<file path="src/rtl/uart_tx_pkg.sv">
// Shared types and helpers for the configurable UART transmitter.
package uart_tx_pkg;

    localparam int unsigned UART_DATA_W = 8;
    localparam int unsigned IDX_W       = $clog2(UART_DATA_W);
    localparam int unsigned NBITS_W     = 4;

    typedef enum logic [2:0] {
        IDLE   = 3'd0,
        START  = 3'd1,
        DATA   = 3'd2,
        PARITY = 3'd3,
        STOP1  = 3'd4,
        STOP2  = 3'd5
    } t_uart_tx_state;

    typedef enum logic [1:0] {
        PAR_NONE = 2'd0,
        PAR_EVEN = 2'd1,
        PAR_ODD  = 2'd2
    } t_parity_mode;

    typedef struct packed {
        logic [NBITS_W-1:0] nbits;
        t_parity_mode       parity;
        logic               stop2;
    } t_frame_fmt;

    // Mode 3 is reserved and behaves as no parity.
    function automatic t_parity_mode decode_parity(input logic [1:0] mode);
        case (mode)
            2'd1:    return PAR_EVEN;
            2'd2:    return PAR_ODD;
            default: return PAR_NONE;
        endcase
    endfunction

    // Build a frame format from the raw configuration inputs.
    function automatic t_frame_fmt decode_fmt(input logic [1:0] data_bits,
                                              input logic [1:0] parity_mode,
                                              input logic       stop2);
        t_frame_fmt fmt;
        fmt.nbits  = NBITS_W'(5) + NBITS_W'(data_bits);
        fmt.parity = decode_parity(parity_mode);
        fmt.stop2  = stop2;
        return fmt;
    endfunction

    // Parity over the low nbits of the byte; odd parity is the inverted XOR.
    function automatic logic parity_bit(input logic [UART_DATA_W-1:0] data,
                                        input t_frame_fmt             fmt);
        logic p;
        p = 1'b0;
        for (int i = 0; i < int'(UART_DATA_W); i++) begin
            if (i < int'(fmt.nbits)) begin
                p = p ^ data[i];
            end
        end
        return (fmt.parity == PAR_ODD) ? ~p : p;
    endfunction

endpackage

</file>
<file path="src/rtl/uart_tx_framer_cfg_fifo.sv">
// First-word-fall-through synchronous FIFO with registered ready and count.
module fifo_sync_fwft #(
    parameter int unsigned WIDTH = 8,
    parameter int unsigned DEPTH = 16
) (
    input  logic                   clk,
    input  logic                   rst_n,
    input  logic                   wr_en,
    input  logic [WIDTH-1:0]       wr_data,
    input  logic                   rd_en,
    output logic [WIDTH-1:0]       rd_data_c,
    output logic                   ready,
    output logic [$clog2(DEPTH):0] count,
    output logic [$clog2(DEPTH):0] count_next_c
);

    localparam int unsigned AW = $clog2(DEPTH);
    localparam int unsigned CW = AW + 1;

    logic [WIDTH-1:0] mem [DEPTH];
    logic [AW-1:0]    wr_ptr_q;
    logic [AW-1:0]    rd_ptr_q;
    logic             wr_fire_c;
    logic             rd_fire_c;

    // A full FIFO never accepts, even when a read frees a slot this cycle.
    assign wr_fire_c    = wr_en && ready;
    assign rd_fire_c    = rd_en && (count != '0);
    assign count_next_c = count + CW'(wr_fire_c) - CW'(rd_fire_c);
    assign rd_data_c    = mem[rd_ptr_q];

    // Storage array, no reset so it maps onto RAM.
    always_ff @(posedge clk) begin
        if (wr_fire_c) begin
            mem[wr_ptr_q] <= wr_data;
        end
    end

    // Pointers wrap naturally because DEPTH is a power of two.
    always_ff @(posedge clk or negedge rst_n) begin
        if (!rst_n) begin
            wr_ptr_q <= '0;
            rd_ptr_q <= '0;
            count    <= '0;
            ready    <= 1'b1;
        end else begin
            if (wr_fire_c) begin
                wr_ptr_q <= wr_ptr_q + AW'(1);
            end
            if (rd_fire_c) begin
                rd_ptr_q <= rd_ptr_q + AW'(1);
            end
            count <= count_next_c;
            ready <= (count_next_c < CW'(DEPTH));
        end
    end

endmodule

</file>
<file path="src/rtl/uart_tx_framer_cfg.sv">
// UART transmitter with runtime frame format (5-8 data bits, parity, 1/2 stop bits).
module uart_tx_framer_cfg
    import uart_tx_pkg::*;
#(
    parameter int unsigned BAUD_DIV   = 64,
    parameter int unsigned FIFO_DEPTH = 16,
    parameter int unsigned DATA_MAX   = 8
) (
    input  logic                        i_clk_7_37mhz,
    input  logic                        i_rstn_7_37mhz,
    input  logic [DATA_MAX-1:0]         i_tx_data,
    input  logic                        i_tx_valid,
    output logic                        o_tx_ready,
    output logic                        o_tx_drop,
    input  logic [1:0]                  i_data_bits,
    input  logic [1:0]                  i_parity_mode,
    input  logic                        i_stop2,
    output logic [$clog2(FIFO_DEPTH):0] o_fifo_count,
    output logic                        o_busy,
    output logic                        eo_uart_tx
);

    localparam int unsigned CNT_W = $clog2(BAUD_DIV);

    t_uart_tx_state                state_q;
    t_uart_tx_state                state_n;
    logic [CNT_W-1:0]              baud_cnt_q;
    logic                          tick_c;
    logic [UART_DATA_W-1:0]        byte_q;
    logic [UART_DATA_W-1:0]        byte_n;
    t_frame_fmt                    fmt_q;
    t_frame_fmt                    fmt_n;
    logic [IDX_W-1:0]              idx_q;
    logic [IDX_W-1:0]              idx_n;
    logic                          pop_c;
    logic                          line_c;
    logic                          last_bit_c;
    logic                          parity_c;
    logic                          fifo_nonempty_c;
    logic                          fifo_ready;
    logic [DATA_MAX-1:0]           fifo_head_c;
    logic [$clog2(FIFO_DEPTH):0]   fifo_count;
    logic [$clog2(FIFO_DEPTH):0]   fifo_count_next_c;

    // Transmit queue between the byte producer and the framer.
    fifo_sync_fwft #(
        .WIDTH (DATA_MAX),
        .DEPTH (FIFO_DEPTH)
    ) u_fifo (
        .clk          (i_clk_7_37mhz),
        .rst_n        (i_rstn_7_37mhz),
        .wr_en        (i_tx_valid),
        .wr_data      (i_tx_data),
        .rd_en        (pop_c),
        .rd_data_c    (fifo_head_c),
        .ready        (fifo_ready),
        .count        (fifo_count),
        .count_next_c (fifo_count_next_c)
    );

    assign o_tx_ready      = fifo_ready;
    assign o_fifo_count    = fifo_count;
    assign fifo_nonempty_c = (fifo_count != '0);
    assign tick_c          = (baud_cnt_q == CNT_W'(BAUD_DIV - 1));
    assign last_bit_c      = (NBITS_W'(idx_q) == (fmt_q.nbits - NBITS_W'(1)));
    assign parity_c        = parity_bit(byte_q, fmt_q);

    // Bit-period counter; parked at zero in IDLE so the start bit is a full period.
    always_ff @(posedge i_clk_7_37mhz or negedge i_rstn_7_37mhz) begin
        if (!i_rstn_7_37mhz) begin
            baud_cnt_q <= '0;
        end else if (state_q == IDLE || tick_c) begin
            baud_cnt_q <= '0;
        end else begin
            baud_cnt_q <= baud_cnt_q + CNT_W'(1);
        end
    end

    // Frame state and per-frame latched byte, format and bit index.
    always_ff @(posedge i_clk_7_37mhz or negedge i_rstn_7_37mhz) begin
        if (!i_rstn_7_37mhz) begin
            state_q <= IDLE;
            byte_q  <= '0;
            fmt_q   <= decode_fmt(2'd3, 2'd0, 1'b0);
            idx_q   <= '0;
        end else begin
            state_q <= state_n;
            byte_q  <= byte_n;
            fmt_q   <= fmt_n;
            idx_q   <= idx_n;
        end
    end

    // Next-state, FIFO pop and line level; pops latch byte and format together.
    always_comb begin
        state_n = state_q;
        byte_n  = byte_q;
        fmt_n   = fmt_q;
        idx_n   = idx_q;
        pop_c   = 1'b0;
        line_c  = 1'b1;
        case (state_q)
            IDLE: begin
                if (fifo_nonempty_c) begin
                    state_n = START;
                    pop_c   = 1'b1;
                end
            end
            START: begin
                line_c = 1'b0;
                if (tick_c) begin
                    state_n = DATA;
                    idx_n   = '0;
                end
            end
            DATA: begin
                line_c = byte_q[idx_q];
                if (tick_c) begin
                    if (last_bit_c) begin
                        state_n = (fmt_q.parity == PAR_NONE) ? STOP1 : PARITY;
                    end else begin
                        idx_n = idx_q + IDX_W'(1);
                    end
                end
            end
            PARITY: begin
                line_c = parity_c;
                if (tick_c) begin
                    state_n = STOP1;
                end
            end
            STOP1: begin
                if (tick_c) begin
                    if (fmt_q.stop2) begin
                        state_n = STOP2;
                    end else if (fifo_nonempty_c) begin
                        state_n = START;
                        pop_c   = 1'b1;
                    end else begin
                        state_n = IDLE;
                    end
                end
            end
            STOP2: begin
                if (tick_c) begin
                    if (fifo_nonempty_c) begin
                        state_n = START;
                        pop_c   = 1'b1;
                    end else begin
                        state_n = IDLE;
                    end
                end
            end
            default: begin
                state_n = IDLE;
            end
        endcase
        if (pop_c) begin
            byte_n = UART_DATA_W'(fifo_head_c);
            fmt_n  = decode_fmt(i_data_bits, i_parity_mode, i_stop2);
        end
    end

    // Registered outputs: serial line, drop pulse and busy flag.
    always_ff @(posedge i_clk_7_37mhz or negedge i_rstn_7_37mhz) begin
        if (!i_rstn_7_37mhz) begin
            eo_uart_tx <= 1'b1;
            o_tx_drop  <= 1'b0;
            o_busy     <= 1'b0;
        end else begin
            eo_uart_tx <= line_c;
            o_tx_drop  <= i_tx_valid && !fifo_ready;
            o_busy     <= (state_n != IDLE) || (fifo_count_next_c != '0);
        end
    end

endmodule
</file>
<file path="config.mk">
export PLATFORM = sky130hd
export DESIGN_NAME = uart_tx_framer_cfg
export DESIGN_NICKNAME = d
export VERILOG_FILES = /design/src/rtl/uart_tx_pkg.sv /design/src/rtl/uart_tx_framer_cfg_fifo.sv /design/src/rtl/uart_tx_framer_cfg.sv
export SDC_FILE = /design/constraint.sdc
export NUM_CORES = 1
export LEC_CHECK = 0
export ABC_AREA = 0
export CAP_MARGIN = 0
export CORE_UTILIZATION = 55
export CTS_CLUSTER_DIAMETER = 30
export DETAILED_ROUTE_END_ITERATION = 7
export HOLD_SLACK_MARGIN = 0.06
export PLACE_DENSITY = 0.72
export SLEW_MARGIN = 20
export SYNTH_ARGS = -nofsm -noshare
export SYNTH_HDL_FRONTEND = slang
export SYNTH_SLANG_ARGS = --single-unit
</file>
<file path="constraint.sdc">
create_clock -name i_clk_7_37mhz -period 3.18 [get_ports i_clk_7_37mhz]
set_input_delay 0.636 -clock i_clk_7_37mhz [delete_from_list [all_inputs] [get_ports i_clk_7_37mhz]]
set_output_delay 0.636 -clock i_clk_7_37mhz [all_outputs]
set_load 0.02 [all_outputs]
</file>
==> summary.md <==
Of the cells placed in the final design, the portion with a size suffix greater than 1 is 19.7%. The pre-antenna-repair detailed-routing pass consisted of 4 iterations. The mapped netlist covers 7500 µm².

The run finished with clean final reports. A synthesized cell averages 17.7 µm². Summing over every cut layer, the via total after detailed routing is 3800. The finished cells cover 8580 µm².

The detailed router finished its first iteration with 384 violations. In the final routed layout, each cell accounts on average for 21.1 µm. The area of the core was 13200 µm². Final hold analysis gives a worst-case slack of 206 ps. Synthesis produced 424 cells. In the routed layout, each cell is associated on average with a via count of 5.87. During placement, the flow inserted port buffers numbering 24. On the final layout, the worst clock skew is 5.57 ps. The initial utilization of the core area, before any placement, comes to 56.6%.

Sequential cells were found to cover 66.0% of the synthesized design area. The tools report the number of routed nets with antenna violations as 0. Worst hold-check path type: input port to asynchronous set/reset pin. The worst setup timing slack at the placement stage is 36.6 ps. Entering global routing, the biggest net connects 45 pins.

Headroom to the max-slew limit came out at 57.6%. Global routing used 5.16% of the available met3 tracks. Summed over all nets, the half-perimeter wirelength after detailed placement is 8.78 mm. The tools report the required arrival time at the worst endpoint as 3460 ps. The number of enable flip-flop cells after synthesis is 128, and the via count of the first global-routing pass is 3992. The tools report the maximum clock frequency as 322 MHz. Global routing consumed, over all layers together, 21.3% of the routing resources.

The initial antenna violation count is 0. Clock latency at the later pin of the worst-skew pair: 420 ps. The netlist uses 56 different library cells.

Startpoint-to-endpoint class of the critical path: flop to flop. For the total inserted antenna cells, the log shows 0. For this design the static power due to leakage is 0.00308 µW. The residual DRC count is 0.

Depth of the CTS H-tree: 4. The tools report the number of failing hold endpoints at the final stage as 0. The maximum VDD drop is 0.000481 V, and the worst reg-to-reg setup slack is 70 ps. The minimum setup slack in the final design was 70.3 ps; the final setup violation count was 0. CTS placed an instance of clkbuf_16 at the clock tree root. STA classifies the critical path endpoint as a flop. The tools report the number of I/O pins as 25. The power density over cell area works out to 530 nW/µm². The number of nets in the synthesized netlist is 459.

For this run, global-route usage on met2 was measured as 35.5%. The tool flagged a number of max-cap violations equal to 0. The horizontal die dimension works out to 119 µm. The number of cells on the worst reg-to-reg path is 13. Hold repair after CTS inserted 0 buffers. The aggregate global routing overflow was 0; the layout-stage area growth over the synthesis result was 14.4%. The final clock period utilization by the worst path works out to 97.8%.

For this run, the number of Yosys warnings is 0. The net total in the final layout was 493. TritonCTS built the clock tree. The area enclosed by the die boundary came out at 14100 µm². In this run the worst path has a maximum fanout of 3.

After filler insertion, the fill cell instance count of the layout stands at 917. In this run the critical register-to-register path is launched from u_fifo.count[3]. In the synthesized netlist the dominant register cell turns out to be edfxtp_1. The wire length of the first global-routing pass is 21.9 mm, and the placement-stage cell area is 7930 µm². The logs give 42 for the number of placement rows and 27.9% for the met1 global-route usage. The worst setup path is launched from a flop. The die extent in y works out to 119 µm.

The logs give 0.879 for the weighted congestion at the end of routability-driven global placement and 2 for the maximum buffer depth of the clock tree. The slew of the pin with the lowest slew margin came out at 636 ps. After clock tree synthesis, the clock-pin slew on the worst setup and hold paths is 60 ps.

The share of synthesized flip-flops with an asynchronous set or reset came out at 25.6%. The reg-to-reg critical path endpoint was o_busy. The global routing stage identified its most utilized layer as met2. The logs give 0 for the number of slew-limit violations in the final report and 13.6 mm for the total length of routed wires. Data on the critical path arrives at its endpoint at 3390 ps.

The shortest period the worst path allows was 3110 ps; the number of buffers added by the clock tree synthesis step was 17. The synthesis-stage register bit count was 172. The tools report the number of clock sinks as 172.
-- registers in the layout, summed over array words and instances (netlist names) --
name             flops
u_fifo.mem         128
byte_q               8
fmt_q                7
baud_cnt_q           6
u_fifo.count         5
u_fifo.rd_ptr_q      4
u_fifo.wr_ptr_q      4
idx_q                3
state_q              3
eo_uart_tx           1
o_busy               1
o_tx_drop            1
u_fifo.ready         1
-- metal layers --
layer  vias up  part of all wire (%)  routed length [µm]
met5         -                     0                   0
met4         0                  0.56                  76
met3         7                   3.5                 483
met2        79                    53                7260
met1      1982                    43                5820
li1       1732                     -                   -
-- through the flow --
stage	utilization [%]	power, µW	cells	TNS [ps]
after detailed placement	59.9	2570	612	0
after floorplan	-	2510	424	0
after global placement	59.9	2570	612	0
final	64.8	4550	647	0
after CTS	64.2	4570	644	0
after global routing	64.8	4680	647	-7.70
-- cells in the mapped netlist, types with 3 or more instances --
| cell type | n | area [µm²] |
|---|---|---|
| a21oi_1 | 10 | 50.1 |
| and2_1 | 13 | 81.3 |
| and3_1 | 5 | 31.3 |
| buf_6 | 3 | 33.8 |
| clkbuf_1 | 11 | 41.3 |
| dfrtp_1 | 41 | 1030 |
| dfstp_2 | 3 | 78.8 |
| edfxtp_1 | 128 | 3840 |
| ha_1 | 18 | 225 |
| inv_1 | 15 | 56.3 |
| mux2_2 | 3 | 33.8 |
| mux2_4 | 7 | 105 |
| mux2i_1 | 3 | 30.0 |
| mux4_1 | 18 | 473 |
| mux4_2 | 24 | 541 |
| nand2_1 | 14 | 52.6 |
| nand2b_1 | 4 | 25.0 |
| nand3_1 | 6 | 30.0 |
| nor2_1 | 21 | 78.8 |
| nor2b_1 | 6 | 37.5 |
| nor3_1 | 5 | 25.0 |
| o21ai_0 | 5 | 25.0 |
| xnor2_1 | 12 | 105 |
| xor2_1 | 8 | 70.1 |
-- power by group --
part | switching, µW | internal (µW)
combinational | 56.2 | 40.5
clock | 853 | 1170
sequential | 7.73 | 2420
-- cells by family after synthesis --
kind of cell,share of synthesized area (%)
buf+inv,2.09
compound gates,3.56
mux,15.9
xor+xnor,2.94
flops,66.0
fa+ha+maj,3.27
simple gates,6.23
-- cells in the final DEF, fill, tap and decap left out, types with 12 or more instances in the layout --
cell type,count
clkbuf_16,17
ha_1,15
clkdlybuf4s50_1,23
nand2_1,13
xnor2_1,12
mux4_2,24
mux4_1,18
inv_1,12
dfrtp_1,38
edfxtp_1,128
and2_1,13
nor2_1,20
-- area by class of cell --
class / count / area [µm²] / share of cell area, %
flip-flops and latches: 172 / 4950 / 57.7
multi-input cells: 220 / 2470 / 28.8
clock buffers: 20 / 437 / 5.09
repair buffers: 32 / 310 / 3.62
well taps: 176 / 220 / 2.57
clock inverters: 12 / 136 / 1.59
inverters: 15 / 56.3 / 0.656
-- timing repair --
action,4_1_cts,5_1_grt
hold endpoints to repair,0,0
gates resized for setup,0,8
setup buffers,0,3
endpoints found under the setup margin,0,1
-- worst max-delay path by stage --
stage	startpoint	to	slack [ps]
6_report	u_fifo.count[3]	o_busy	70
5_1_grt	u_fifo.count[2]	o_busy	-8
4_1_cts	u_fifo.count[3]	o_busy	20
3_5_place_dp	u_fifo.count[2]	o_busy	40
3_3_place_gp	u_fifo.count[3]	o_busy	120
2_1_floorplan	u_fifo.count[2]	o_busy	7
-- critical path: stages (launching register included) --
cell      delay [ps]
dfrtp_2          430
inv_2             60
ha_2             160
or4b_4           480
nand2_4          110
nor2_4            50
ha_4             270
inv_2             40
ha_4             160
fa_2             380
xor2_2           160
or3_4            370
a311oi_2         190
o211ai_1         110
Power figures use the tool's default switching activity.
==> RTL edit 1: new RTL, same flow settings <==
Take the reset off `byte_q` and load it in a clocked block of its own.
--- a/src/rtl/uart_tx_framer_cfg.sv
+++ b/src/rtl/uart_tx_framer_cfg.sv
@@ -80,15 +80,17 @@
     always_ff @(posedge i_clk_7_37mhz or negedge i_rstn_7_37mhz) begin
         if (!i_rstn_7_37mhz) begin
             state_q <= IDLE;
-            byte_q  <= '0;
             fmt_q   <= decode_fmt(2'd3, 2'd0, 1'b0);
             idx_q   <= '0;
         end else begin
             state_q <= state_n;
-            byte_q  <= byte_n;
             fmt_q   <= fmt_n;
             idx_q   <= idx_n;
         end
+    end
+
+    always_ff @(posedge i_clk_7_37mhz) begin
+        byte_q <= byte_n;
     end
 
     // Next-state, FIFO pop and line level; pops latch byte and format together.
Behaviour: no difference found for any inputs over 10 cycles, from zero or initial values and one cycle with i_rstn_7_37mhz low; that may be too few to reach the edited logic, so the function may still have changed.
==> RTL edit 1 against the original RTL <==
Worst hold slack improved by 110 ps; cell count increased by 1.7%; wire length decreased by 0.59%; sequential cell count unchanged; combinational power rose by 1%; synthesized area fell by 1.8%; design area is 0.42% lower; clock power rose by 5%; setup slack better by 82 ps; critical path type unchanged; power increased by 2.5%; non-clock buffer count up 5.
==> RTL edit 1: results <==
group,metric,value,unit
sta,fin_skew,10.3,ps
placement,placed_area,7850,um^2
worst_setup_path,critPathSlowestCell,"dfrtp_2",
global_routing,grt_pass1_wl,21500,um
clocking,htreeDepth,4,
logic_synthesis,synth_top_family_by_area,"multiplexers",
sta,min_period_over_period,0.952,
global_routing,grt_use_total,0.212,
clocking,clk_pin_slew_worst_paths,70,ps
logic_synthesis,synth_xor_area_frac,0.0280,
logic_synthesis,synth-compound-area-share,0.0326,
clocking,clk_latency,430,ps
pwr,leakage,3.02,nW
logic_synthesis,synth_adder_area_share,0.0333,
worst_setup_path,ff2ff_path_depth,14,
logic_synthesis,postSynth.asyncResetShare,0.209,
pwr,peakVddDrop,0.619,mV
clocking,cts_buffer_depth,2,
logic_synthesis,synthMuxAreaShare,0.134,
worst_setup_path,critPathArrivalTime,3320,ps
worst_setup_path,critPathMaxFanout,3,
sta,worst_slew_pin_slew,834,ps
worst_setup_path,r2r-end,"o_busy",
worst_setup_path,r2r_slack,150,ps
worst_setup_path,rr_startpoint,"u_fifo.count[2]",
global_routing,grt_max_degree,37,
logic_synthesis,synth_warnings,0,
logic_synthesis,synth_edf_count,136,
route,firstDrtPassIters,5,
final_layout,top_regs,"u_fifo.mem (128), byte_q (8), fmt_q (7)",
logic_synthesis,synth_nets,467,
final_layout,nets,508,
global_routing,grt_pass1_vias,3913,
worst_setup_path,cpLargestDelayFamily,"simple AND/OR/NAND/NOR gates",
route,dr_total_vias,3804,
placement,place.gp.congestion,0.853,
logic_synthesis,yosysSeqAreaShare,0.678,
final_layout,layout-drive-gt1-share,0.228,
clocking,cts_root_buf,"clkbuf_16",
placement,hpwl,8980,um
logic_synthesis,ys_top_cells_by_count,"136 x edfxtp_1, 42 x mux4_2, 33 x dfrtp_1",
final_layout,antenna_cells,0,
worst_setup_path,critPathMaxStageDelay,420,ps
status,status,"complete, no violations",
placement,numPortBuffers,24,
logic_synthesis,synth.area.top_cells,"edfxtp_1 55%, mux4_2 13%, dfrtp_1 11%",
clocking,cts_made_buffers,17,
logic_synthesis,yosysUniqueCellTypes,53,
route,routed_wl,13600,um
min_path,hp-class,"in2async",
global_routing,grt_antenna_before_repair,0,
route,drt_iter0_drc,369,
==> RTL edit 1: changes by cell type after synthesis, sizes merged, moves of 3 or more <==
cell    before  now
clkbuf      11    8
dfrtp       41   33
edfxtp     128  136
o311ai       0    3
mux2        11    2
a311oi       3    0
nand2       14   27
o21ai        5   13
==> RTL edit 1: layout make-up <==
type                       count  area [um^2]
clock buffer                  17          425
clock inverter                15          185
fill                         868         4280
inverter                      17         66.3
multi-input combinational    228         2310
sequential                   172         4990
tap                          172          215
timing repair buffer          37          345
==> RTL edit 1: timing repair <==
item                                    in CTS  in global routing
pin swaps                                    0                  5
setup buffers                                0                  4
resized for setup                            2                 11
cloned                                       0                  0
endpoints found under the setup margin       1                  1
==> RTL edit 1: where the power goes <==
group / switching [mW] / internal [mW]
logic: 0.0570 / 0.0412
registers: 0.00974 / 2.43
clock network: 0.928 / 1.19
total: 0.995 / 3.66
==> RTL edit 1: worst max path at each step <==
stage	from	end	cells after the start
global placement	u_fifo.count[3]	o_busy	16
floorplan	u_fifo.count[2]	o_busy	16
global route	u_fifo.count[2]	o_busy	16
CTS	u_fifo.count[2]	o_busy	16
detailed placement	u_fifo.count[2]	o_busy	16
finish	u_fifo.count[2]	o_busy	14
==> RTL edit 1: logic make-up (layout without fill, tap and decap cells) <==
kind of cell               Yosys count  count (layout)
AOI/OAI and AO/OA                   36              36
xor gates and xnor gates            22              22
and+or+nand+nor                    105             105
adders and majority gates           19              19
DFF                                172             172
buffers and inverters               32              86
muxes                               46              46
==> RTL edit 1: per-layer routing <==
| metal | vias up | global-route usage | part of all wire | wire, um |
|---|---|---|---|---|
| met5 | - | 0 | 0 | 0 |
| met4 | 0 | 0.0769 | 0.015 | 204 |
| met3 | 19 | 0.0547 | 0.044 | 595 |
| met2 | 102 | 0.353 | 0.52 | 7030 |
| met1 | 1940 | 0.271 | 0.42 | 5730 |
| li1 | 1743 | - | - | - |
==> RTL edit 1: through the flow <==
step / hold slack (ps) / total power [mW] / TNS, ps / std cells / setup WS, ps
after detailed placement: 457 / 2.59 / -58.0 / 622 / -58.0
after global placement: 446 / 2.58 / 0 / 622 / 117
after floorplan: 340 / 2.53 / 0 / 432 / 8.59
final: 312 / 4.66 / 0 / 658 / 152
after global routing: 366 / 4.79 / -33.9 / 658 / -33.9
after CTS: 316 / 4.69 / 0 / 654 / 30.5
==> RTL edit 2: new RTL, same flow settings <==
Made on the original files. The parameter `FIFO_DEPTH` goes from 16 to 32.
--- a/src/rtl/uart_tx_framer_cfg.sv
+++ b/src/rtl/uart_tx_framer_cfg.sv
@@ -3,7 +3,7 @@
     import uart_tx_pkg::*;
 #(
     parameter int unsigned BAUD_DIV   = 64,
-    parameter int unsigned FIFO_DEPTH = 16,
+    parameter int unsigned FIFO_DEPTH = 32,
     parameter int unsigned DATA_MAX   = 8
 ) (
     input  logic                        i_clk_7_37mhz,
Interface: changed (resized o_fifo_count); port bits go from 25 to 26. No check against the original RTL was run, so the function may have changed too.
==> RTL edit 2 against the original RTL <==
The flow now finishes with violations (setup timing); via count rose by 79%; synthesized area rose by 68%; wire length rose by 93%; sequential cell count rose by 131; clock power rose to 2.8 times the old value; setup slack got worse by 250 ps; power rose by 120%; design area rose by 80%.
==> RTL edit 2: results <==
group,metric,value,unit
placement,place_inst,1031,
clocking,htreeDepth,2,
status,status,"finished with violations",
final_layout,multi_input_area,3550,um^2
worst_setup_path,critPathSlowestCell,"or4_4",
worst_setup_path,critPathArrivalTime,3760,ps
worst_setup_path,critPathMaxStageDelay,420,ps
final_layout,clock_tree_area_fraction,0.116,
final_layout,clkbuf_count,54,
clocking,cts_made_buffers,52,
status,violations,"setup timing",
logic_synthesis,ys_top_cells_by_count,"256 x edfxtp_1, 82 x mux4_2, 50 x nor2_1",
route,firstDrtPassIters,8,
final_layout,buffer_area_frac,0.0527,
final_layout,nets,844,
pwr,peakVddDrop,0.544,mV
logic_synthesis,synth_edf_count,256,
final_layout,final_core_utilization,0.698,
clocking,cts_buffer_depth,3,
route,wl_met3,1390,um
sta,setup_violations,1,
logic_synthesis,yosysSeqAreaShare,0.704,
final_layout,num-nonclk-inverters,23,
logic_synthesis,synth_nets,727,
sta,fin_skew,10.4,ps
sta,fin_ws,-181,ps
clocking,clk_latency,540,ps
logic_synthesis,syn_area_per_cell,18.2,um^2
placement,numPortBuffers,25,
final_layout,layout-drive-gt1-share,0.325,
placement,placed_area,13700,um^2
placement,post-place-ws,-197,ps
logic_synthesis,synth_seq_cells,303,
route,wl_met2,13100,um
final_layout,sh_seq_area,0.574,
RTL edit 2: cells by family (layout without fill, tap and decap cells):
family                   after synthesis  in the layout  synth area share
AO/OA/AOI/OAI                         62             62            0.0329
XOR/XNOR                              22             22            0.0153
adder cells (fa/ha/maj)               21             21            0.0215
buffers and inverters                 56            213            0.0205
flip-flops                           303            303             0.704
multiplexers                          91             91             0.154
AND/OR/NAND/NOR                      135            135            0.0519
RTL edit 2: where the power goes:
part	internal [mW]	leakage [nW]	total (mW)	switching [mW]
logic	0.0418	1.73	0.133	0.0907
clock network	3.73	0.865	5.61	1.88
registers	4.32	2.85	4.33	0.0106
RTL edit 2: path summary, 6_finish.rpt:
| path | from | to | slack (ps) | cells after the start |
|---|---|---|---|---|
| max in group asynchronous | i_rstn_7_37mhz | fmt_q[6] | 2200 | 2 |
| min in group i_clk_7_37mhz | u_fifo.ready | o_tx_drop | 510 | 1 |
| setup / recovery | baud_cnt_q[1] | o_busy | -180 | 17 |
| setup reg to reg | baud_cnt_q[1] | o_busy | -180 | 17 |
| hold reg to reg | u_fifo.ready | o_tx_drop | 510 | 1 |
| hold / removal | i_rstn_7_37mhz | u_fifo.count[4] | 220 | 1 |
RTL edit 2: what timing repair did:
| action | CTS | global route |
|---|---|---|
| gates cloned | 0 | 0 |
| buffers inserted | 1 | 1 |
| setup endpoints to repair | 1 | 1 |
| hold buffers | 0 | 0 |
| resized for setup | 0 | 2 |
| pin swaps | 1 | 2 |
RTL edit 2: worst reg2reg max path: cells and delay by family, from the launching register on:
kind / cells / cell delay (ps)
and+or+nand+nor: 7 / 1460
AOI/OAI and AO/OA: 2 / 250
DFF: 1 / 350
xor gates and xnor gates: 1 / 140
buffers and inverters: 3 / 180
adders and majority gates: 4 / 860
